$ cat config.mk
export PLATFORM = sky130hd
export DESIGN_NAME = div_sign_ctrl
export DESIGN_NICKNAME = d
export VERILOG_FILES = /design/src/rtl/div_pkg.sv /design/src/rtl/div_sign_ctrl.sv
export SDC_FILE = /design/constraint.sdc
export NUM_CORES = 1
export LEC_CHECK = 0
export BUFFER_PORTS_ARGS = -buffer_cell sky130_fd_sc_hd__buf_4
export CAP_MARGIN = 0
export CORE_MARGIN = 2
export CORE_UTILIZATION = 56
export CTS_CLUSTER_DIAMETER = 50
export DETAILED_ROUTE_END_ITERATION = 8
export GPL_TIMING_DRIVEN = 0
export PLACE_DENSITY = 0.95
export SETUP_SLACK_MARGIN = 0.5
export SLEW_MARGIN = 20
export SYNTH_ARGS = -nofsm -noshare
export SYNTH_HDL_FRONTEND = slang
export SYNTH_SLANG_ARGS = --single-unit
$ cat constraint.sdc
create_clock -name clk -period 6.94 [get_ports clk]
set_input_delay 0.694 -clock clk [delete_from_list [all_inputs] [get_ports clk]]
set_output_delay 0.694 -clock clk [all_outputs]
set_load 0.05 [all_outputs]
$ cat src/rtl/div_pkg.sv
// Shared definitions for the signed-division control block.
//   div_state_e : FSM state encoding (IDLE / WAIT / DONE)
//   DEF_WIDTH   : default operand/result width
//   DEF_SETTLE  : default divider settle time in clock edges (legal 1..15)
//   MIN_NEG     : most negative two's-complement value at the default width
package div_pkg;

  localparam int DEF_WIDTH  = 32;
  localparam int DEF_SETTLE = 2;
  localparam logic [DEF_WIDTH-1:0] MIN_NEG = {1'b1, {(DEF_WIDTH-1){1'b0}}};

  typedef enum logic [1:0] {
    ST_IDLE = 2'd0,
    ST_WAIT = 2'd1,
    ST_DONE = 2'd2
  } div_state_e;

endpackage

$ cat src/rtl/div_sign_ctrl.sv
// Signed/unsigned wrapper around an external unsigned divider.
// Converts operands to magnitudes, waits SETTLE edges for the divider,
// then sign-corrects the quotient (LO) and remainder (HI).
//
// Handshake: start is sampled only while ready=1 (state IDLE); the edge that
// samples it is the accept edge, after which the operand inputs are ignored.
// done pulses for exactly one cycle when lo_out/hi_out have been updated.
//
// Ports:
//   clk, clr             clock (rising edge), async active-high reset
//   start, signed_op     request / signedness of the operation
//   dividend_in/divisor_in operands
//   ready                idle, start will be accepted
//   div_a, div_b         registered magnitudes to the unsigned divider
//   div_q, div_r         unsigned quotient/remainder from the divider
//   lo_out, hi_out       signed-corrected quotient / remainder
//   done                 one-cycle completion pulse
//   div_by_zero,overflow sticky status of the last accepted operation
module div_sign_ctrl
  import div_pkg::*;
#(
  parameter int WIDTH  = DEF_WIDTH,
  parameter int SETTLE = DEF_SETTLE   // legal range 1..15
) (
  input  logic             clk,
  input  logic             clr,
  input  logic             start,
  input  logic             signed_op,
  input  logic [WIDTH-1:0] dividend_in,
  input  logic [WIDTH-1:0] divisor_in,
  output logic             ready,
  output logic [WIDTH-1:0] div_a,
  output logic [WIDTH-1:0] div_b,
  input  logic [WIDTH-1:0] div_q,
  input  logic [WIDTH-1:0] div_r,
  output logic [WIDTH-1:0] lo_out,
  output logic [WIDTH-1:0] hi_out,
  output logic             done,
  output logic             div_by_zero,
  output logic             overflow
);

  localparam logic [3:0]       CNT_LAST = 4'(SETTLE - 1);
  localparam logic [WIDTH-1:0] MIN_VAL  = {1'b1, {(WIDTH-1){1'b0}}};

  // Two's-complement magnitude; the minimum value maps to itself, which is
  // the correct unsigned magnitude.
  function automatic logic [WIDTH-1:0] abs_val(input logic [WIDTH-1:0] v);
    return v[WIDTH-1] ? (~v + 1'b1) : v;
  endfunction

  div_state_e       state_q, state_d;
  logic [3:0]       cnt_q, cnt_d;
  logic [WIDTH-1:0] div_a_q, div_a_d;
  logic [WIDTH-1:0] div_b_q, div_b_d;
  logic [WIDTH-1:0] lo_q, lo_d;
  logic [WIDTH-1:0] hi_q, hi_d;
  logic             q_neg_q, q_neg_d;
  logic             r_neg_q, r_neg_d;
  logic             dbz_q, dbz_d;
  logic             ovf_q, ovf_d;

  logic accept;
  logic sa, sb;
  logic settle_end;

  assign accept     = (state_q == ST_IDLE) && start;
  assign sa         = signed_op && dividend_in[WIDTH-1];
  assign sb         = signed_op && divisor_in[WIDTH-1];
  assign settle_end = (state_q == ST_WAIT) && (cnt_q == CNT_LAST);

  // State register
  always_ff @(posedge clk or posedge clr) begin
    if (clr) state_q <= ST_IDLE;
    else     state_q <= state_d;
  end

  // Next-state logic
  always_comb begin
    state_d = state_q;
    case (state_q)
      ST_IDLE: if (start) state_d = (divisor_in == '0) ? ST_DONE : ST_WAIT;
      ST_WAIT: if (cnt_q == CNT_LAST) state_d = ST_DONE;
      ST_DONE: state_d = ST_IDLE;
      default: state_d = ST_IDLE;
    endcase
  end

  // Output logic
  always_comb begin
    ready = (state_q == ST_IDLE);
    done  = (state_q == ST_DONE);
  end

  // Datapath next values
  always_comb begin
    cnt_d   = cnt_q;
    div_a_d = div_a_q;
    div_b_d = div_b_q;
    lo_d    = lo_q;
    hi_d    = hi_q;
    q_neg_d = q_neg_q;
    r_neg_d = r_neg_q;
    dbz_d   = dbz_q;
    ovf_d   = ovf_q;
    if (accept) begin
      div_a_d = signed_op ? abs_val(dividend_in) : dividend_in;
      div_b_d = signed_op ? abs_val(divisor_in)  : divisor_in;
      // sa/sb are already gated by signed_op, so unsigned ops never negate.
      q_neg_d = sa ^ sb;
      r_neg_d = sa;
      cnt_d   = '0;
      dbz_d   = 1'b0;
      ovf_d   = signed_op && (dividend_in == MIN_VAL) && (divisor_in == '1);
      // Divide-by-zero skips the divider entirely and completes on this edge.
      if (divisor_in == '0) begin
        lo_d  = '1;
        hi_d  = dividend_in;
        dbz_d = 1'b1;
      end
    end else if (state_q == ST_WAIT) begin
      cnt_d = cnt_q + 4'd1;
      if (settle_end) begin
        lo_d = q_neg_q ? (~div_q + 1'b1) : div_q;
        hi_d = r_neg_q ? (~div_r + 1'b1) : div_r;
      end
    end
  end

  always_ff @(posedge clk or posedge clr) begin
    if (clr) begin
      cnt_q   <= '0;
      div_a_q <= '0;
      div_b_q <= '0;
      lo_q    <= '0;
      hi_q    <= '0;
      q_neg_q <= 1'b0;
      r_neg_q <= 1'b0;
      dbz_q   <= 1'b0;
      ovf_q   <= 1'b0;
    end else begin
      cnt_q   <= cnt_d;
      div_a_q <= div_a_d;
      div_b_q <= div_b_d;
      lo_q    <= lo_d;
      hi_q    <= hi_d;
      q_neg_q <= q_neg_d;
      r_neg_q <= r_neg_d;
      dbz_q   <= dbz_d;
      ovf_q   <= ovf_d;
    end
  end

  assign div_a       = div_a_q;
  assign div_b       = div_b_q;
  assign lo_out      = lo_q;
  assign hi_out      = hi_q;
  assign div_by_zero = dbz_q;
  assign overflow    = ovf_q;

endmodule

**Word level (Yosys, flattened, before mapping)**

Cells that the tools add are included.

- Register bits after elaboration: 138
- Bits in latches: 0
- RAM bits: 0
- Bits in read-only memories: 0
- Input bits: 132
- Output and inout bits: 132
- Logic and storage cells: 61
- Memories kept: 0

- Add/sub/neg operators: 5
- Multiply operators: 0
- Divide/modulo/power cells: 0
- Order comparisons: 0
- Equality and inequality tests: 8
- Shift operators: 0
- Mux-type cells: 21
- Bitwise gates (word level): 5
- Reductions and logical operators: 12

Operators by type and width:

| cell | count |
|---|---|
| 2-to-1 mux 32 bit | 14 |
| adder 32 x 1 -> 32 bit (second input constant) | 4 |
| inverter 32 bit | 4 |
| equality test 32 bit (second input constant) | 2 |
| zero test 32 bit | 1 |
| 2-to-1 mux 4 bit | 2 |
| logical AND 1 bit | 6 |
| 2-to-1 mux 2 bit | 3 |
| adder 4 x 1 -> 4 bit (second input constant) | 1 |
| equality test 4 x 1 -> 1 bit (second input constant) | 1 |
| != test 2 bit (second input constant) | 2 |
| case mux 2 bit (2 select lines) | 1 |
| nonzero test 2 bit | 2 |
| AND reduction 3 bit | 1 |
| equality test 2 x 1 -> 1 bit (second input constant) | 1 |
| equality test 2 bit (second input constant) | 1 |
| zero test 2 bit | 1 |
| != test 2 x 1 -> 1 bit (second input constant) | 1 |
| AND reduction 2 bit | 1 |
| 2-to-1 mux 1 bit | 1 |
| XOR 1 bit | 1 |

**Depth between registers and ports, before layout**

- Depth in word-level cells: 6
- Depth in mapped cells: 11
- Depth with buffers taken out: 9

**Least setup slack after synthesis**

OpenSTA, ideal clock, no wires.

- Kind: input to register
- Start: input port div_q[14]
- End: register lo_q[29], in the netlist lo_out[29]
- Arrival time: 2.529 ns
- Data required time: 6.798 ns
- Path slack: 4.269 ns
- Cell stages on the path: 6
- Path buffers: 0
- Path through: or3_1 or4_4 or4b_4 o31ai_4 xor2_1 a21oi_1

- Cells in the longest elaborated chain, start to end: 6

RTL lines:

| element | line | RTL |
|---|---|---|
| from (decl) | div_sign_ctrl.sv:34 | `input logic [WIDTH-1:0] div_q,` |
| inverter 32 bit | div_sign_ctrl.sv:124 | `lo_d = q_neg_q ? (~div_q + 1'b1) : div_q;` |
| adder 32 x 1 -> 32 bit | div_sign_ctrl.sv:124 |  |
| 2-to-1 mux 32 bit | div_sign_ctrl.sv:124 |  |
| 2-to-1 mux 32 bit | div_sign_ctrl.sv:123 | `if (settle_end) begin` |
| 2-to-1 mux 32 bit | div_sign_ctrl.sv:121 | `end else if (state_q == ST_WAIT) begin` |
| 2-to-1 mux 32 bit | div_sign_ctrl.sv:106 | `if (accept) begin` |
| to (signal assigned) | div_sign_ctrl.sv:145 | `lo_q <= lo_d;` |
| to (decl) | div_sign_ctrl.sv:56 | `logic [WIDTH-1:0] lo_q, lo_d;` |

Every way passes these cells. The select of a mux whose other input is x is not followed.
A chain may end at the register's enable or synchronous reset.

**Worst setup path after layout**

- Start: input port divisor_in[3]
- End: register hi_q[22], in the netlist hi_out[22]

- Cells in the longest elaborated chain, start to end: 3

RTL lines:

| element | line | RTL |
|---|---|---|
| from (decl) | div_sign_ctrl.sv:30 | `input logic [WIDTH-1:0] divisor_in,` |
| zero test 32 bit | div_sign_ctrl.sv:116 | `if (divisor_in == '0) begin` |
| != test 2 x 1 -> 1 bit (no line) | n/a |  |
| AND reduction 3 bit (no line) | n/a |  |
| to (signal assigned) | div_sign_ctrl.sv:146 | `hi_q <= hi_d;` |
| to (decl) | div_sign_ctrl.sv:57 | `logic [WIDTH-1:0] hi_q, hi_d;` |

Every way passes these cells.

==> impl_metrics.xml <==
<?xml version="1.0" encoding="UTF-8"?>
<metrics>
  <group name="status">
    <metric name="run_status" unit="">complete, no violations</metric>
  </group>
  <group name="synth">
    <metric name="synth_cell_types" unit="">49</metric>
    <metric name="dominantRegCellSynth" unit="">dfrtp_1</metric>
    <metric name="synth_enable_flop_cells" unit="">0</metric>
    <metric name="synth.net_count" unit="">1072</metric>
    <metric name="synth_sequential_area_ratio" unit="%">42.7</metric>
    <metric name="synthesis.instances" unit="">933</metric>
    <metric name="syn-mean-instance-area" unit="um^2">8.68</metric>
    <metric name="synth_warnings" unit="">0</metric>
    <metric name="synthArstFlopShare" unit="%">100</metric>
    <metric name="ys_seq_elements" unit="">138</metric>
    <metric name="synthesis.area" unit="um^2">8100</metric>
  </group>
  <group name="timing">
    <metric name="worst_pin_slew" unit="ns">0.789</metric>
    <metric name="timing.final.hold_violations" unit="">0</metric>
    <metric name="worst_clock_skew" unit="ns">0.00782</metric>
    <metric name="setup_repair_after_global_routing_missed_its_margin" unit="">no</metric>
    <metric name="slew_viol_final" unit="">0</metric>
    <metric name="fmaxAchievable" unit="GHz">0.351</metric>
    <metric name="final_period_minus_worst_setup_slack" unit="ns">2.85</metric>
    <metric name="report.final.setup_viol" unit="">0</metric>
    <metric name="portion_of_the_clock_cycle_consumed_by_the_worst_path_in_the_final_layout" unit="%">41.0</metric>
    <metric name="max-slew-margin-rel" unit="%">47.3</metric>
    <metric name="setup_tns" unit="ns">0</metric>
  </group>
  <group name="die">
    <metric name="core" unit="um^2">14000</metric>
    <metric name="floorplan.rows" unit="">43</metric>
    <metric name="floorplan.die_area" unit="um^2">15400</metric>
    <metric name="initial_core_util" unit="%">57.9</metric>
    <metric name="chipHeight" unit="um">124</metric>
    <metric name="io-pin-count" unit="">264</metric>
    <metric name="chipWidth" unit="um">124</metric>
  </group>
  <group name="clock_network">
    <metric name="hold_buffer_count_at_cts" unit="">0</metric>
    <metric name="cts_buffer_depth" unit="">2</metric>
    <metric name="htreeDepth" unit="">4</metric>
    <metric name="clock-root-buffer" unit="">clkbuf_16</metric>
    <metric name="numClockSinks" unit="">138</metric>
    <metric name="post_cts_gate_resize_count" unit="">0</metric>
    <metric name="clk_pin_slew" unit="ns">0.06</metric>
    <metric name="post_cts_buffers" unit="">0</metric>
    <metric name="clk_latency" unit="ns">0.43</metric>
    <metric name="cts_tree" unit="">done</metric>
    <metric name="tritoncts.num_buffers" unit="">17</metric>
  </group>
  <group name="drt">
    <metric name="dr_total_vias" unit="">8650</metric>
    <metric name="final_routed_wire_length_divided_by_cell_count" unit="um">19.7</metric>
    <metric name="final_antenna_net_count" unit="">0</metric>
    <metric name="remaining_drc_errors" unit="">0</metric>
    <metric name="initialDrtViolationCount" unit="">1080</metric>
    <metric name="drt-vias-per-instance" unit="">6.14</metric>
    <metric name="dr.pass1.iters" unit="">9</metric>
    <metric name="routed_wl" unit="um">27800</metric>
  </group>
  <group name="setup_path">
    <metric name="critPathArrivalTime" unit="ns">3.13</metric>
    <metric name="critical_path.max_fanout" unit="">10</metric>
    <metric name="critical_path.startpoint_type" unit="">input port</metric>
    <metric name="worstSetupPathType" unit="">in2reg</metric>
    <metric name="cp_data_required_time" unit="ns">7.22</metric>
    <metric name="timing.reg2reg.worst_path_depth" unit="">7</metric>
    <metric name="end_kind" unit="">flip-flop</metric>
  </group>
  <group name="cells_and_area">
    <metric name="layout_cells_sized_above_1" unit="%">26.3</metric>
    <metric name="flow.area_growth_from_synthesis" unit="%">34.5</metric>
    <metric name="layout.core_utilization" unit="%">77.9</metric>
    <metric name="finish.net_count" unit="">1355</metric>
    <metric name="layout.cells.most_common" unit="">buf_4</metric>
    <metric name="antenna-diode-count" unit="">0</metric>
    <metric name="mostFrequentLayoutCells" unit="">263 x buf_4, 138 x dfrtp_1, 132 x nand2_1, 116 x o21ai_0, 95 x nor2_1</metric>
  </group>
  <group name="flow_run">
    <metric name="max-cap-violations" unit="">0</metric>
  </group>
  <group name="pwr">
    <metric name="power_per_cell_area" unit="nW/um^2">503</metric>
    <metric name="leakagePower" unit="nW">4.76</metric>
    <metric name="irDropWorstVdd" unit="mV">0.281</metric>
  </group>
  <group name="placement">
    <metric name="routabilityCongestion" unit="">0.965</metric>
    <metric name="placement.io_buffers" unit="">263</metric>
    <metric name="dpl.hpwl" unit="um">20700</metric>
  </group>
  <group name="hold_path">
    <metric name="hp-class" unit="">in2async</metric>
  </group>
  <group name="grt">
    <metric name="grt_antenna_before_repair" unit="">0</metric>
    <metric name="first_global_vias" unit="">8386</metric>
    <metric name="grt_max_degree" unit="">82</metric>
    <metric name="grt_pass1_wl" unit="um">44100</metric>
    <metric name="grt_usage" unit="%">35.7</metric>
    <metric name="overflow" unit="">0</metric>
  </group>
</metrics>
report_power, final:
part / leakage (nW) / total, W / internal (W) / switching, W
sequential: 1.65 / 0.00142 / 0.00119 / 0.000233
combinational: 2.84 / 0.00318 / 0.000938 / 0.00224
clock: 0.267 / 0.000880 / 0.000530 / 0.000351
total: 4.76 / 0.00548 / 0.00265 / 0.00283
sequential cells by signal (all words and copies together), names as in the netlist:
name / count
div_a: 32
div_b: 32
hi_out: 32
lo_out: 32
cnt_q: 4
state_q: 2
div_by_zero: 1
overflow: 1
q_neg_q: 1
r_neg_q: 1
area by class of cell:
type                       count  area, um^2
timing repair buffer         264        2000
inverter                      15        68.8
tap                          180         225
fill                         994        3100
clock inverter                 6        62.6
buffer                        50         250
clock buffer                  26         499
sequential                   138        3450
multi-input combinational    730        4330
synth_stat cells (2+ instances only):
cell | instances | area (um^2)
o21ai_1 | 17 | 85.1
nor3b_1 | 2 | 15.0
a31oi_1 | 11 | 68.8
or2_2 | 4 | 25.0
nor2_1 | 95 | 357
nand2_1 | 132 | 495
xnor2_1 | 51 | 447
nor2b_1 | 4 | 25.0
and2_1 | 4 | 25.0
o31ai_1 | 37 | 278
nor4_1 | 8 | 50.1
nand4_1 | 11 | 68.8
xor2_1 | 69 | 604
or4_1 | 12 | 90.1
a21boi_0 | 2 | 15.0
clkbuf_1 | 36 | 135
nand3_1 | 13 | 65.1
nand2b_1 | 8 | 50.1
buf_6 | 8 | 90.1
or4_4 | 2 | 22.5
nor3_1 | 23 | 115
nand4b_1 | 3 | 26.3
or3_1 | 11 | 68.8
mux2i_1 | 7 | 70.1
ha_1 | 7 | 87.6
buf_1 | 4 | 15.0
a211oi_2 | 4 | 50.1
dfrtp_1 | 138 | 3450
o41ai_1 | 14 | 123
o31ai_4 | 2 | 42.5
o21ai_0 | 116 | 581
a21oi_1 | 45 | 225
nand3b_1 | 3 | 22.5
buf_2 | 2 | 10.0
inv_1 | 14 | 52.6
path summary, 6_finish.rpt:
path / from / end / slack [ns]
max in group asynchronous: clr / hi_out[14] / 5.94
max reg2reg: state_q[0] / div_b[12] / 4.50
min reg2reg: hi_out[29] / hi_out[29] / 0.48
max: divisor_in[3] / hi_out[22] / 4.09
min in group clk: hi_out[29] / hi_out[29] / 0.48
min: clr / div_b[3] / 0.28
metrics by stage:
stage | std cells | power (W) | setup slack (ns) | area [um^2] | hold slack (ns)
2_1_floorplan | 933 | 0.00354 | 2.55 | 8100 | 0.458
3_3_place_gp | 1376 | 0.00449 | 0.974 | 10300 | 0.457
3_5_place_dp | 1377 | 0.00457 | 3.75 | 10300 | 0.463
4_1_cts | 1409 | 0.00546 | 4.16 | 10900 | 0.303
5_1_grt | 1409 | 0.00574 | 3.99 | 10900 | 0.314
6_report | 1409 | 0.00548 | 4.09 | 10900 | 0.275
worst max-delay path, stage by stage:
cell and delay (ns):
buf_4 0.13, or3_1 0.37, buf_2 0.17, nor4_4 0.51, nand3_2 0.25, o21a_1 0.27
buf_6 0.14, buf_6 0.13, nor3_1 0.36, a211oi_2 0.08
kinds of logic after synthesis:
logic type / synth area share [%]
mux: 0.865
xor+xnor: 13.0
buf+inv: 3.85
compound gates: 18.6
simple gates: 20.0
fa+ha+maj: 1.08
flops: 42.7
layer usage:
layer  share of wire, %  vias up  track usage, %
li1                   -     3836               -
met1                 38     4131            46.9
met2                 47      574            55.7
met3                9.4      109            7.14
met4                5.3        0            19.8
met5                  0        -               0
Power figures use the tool's default switching activity.
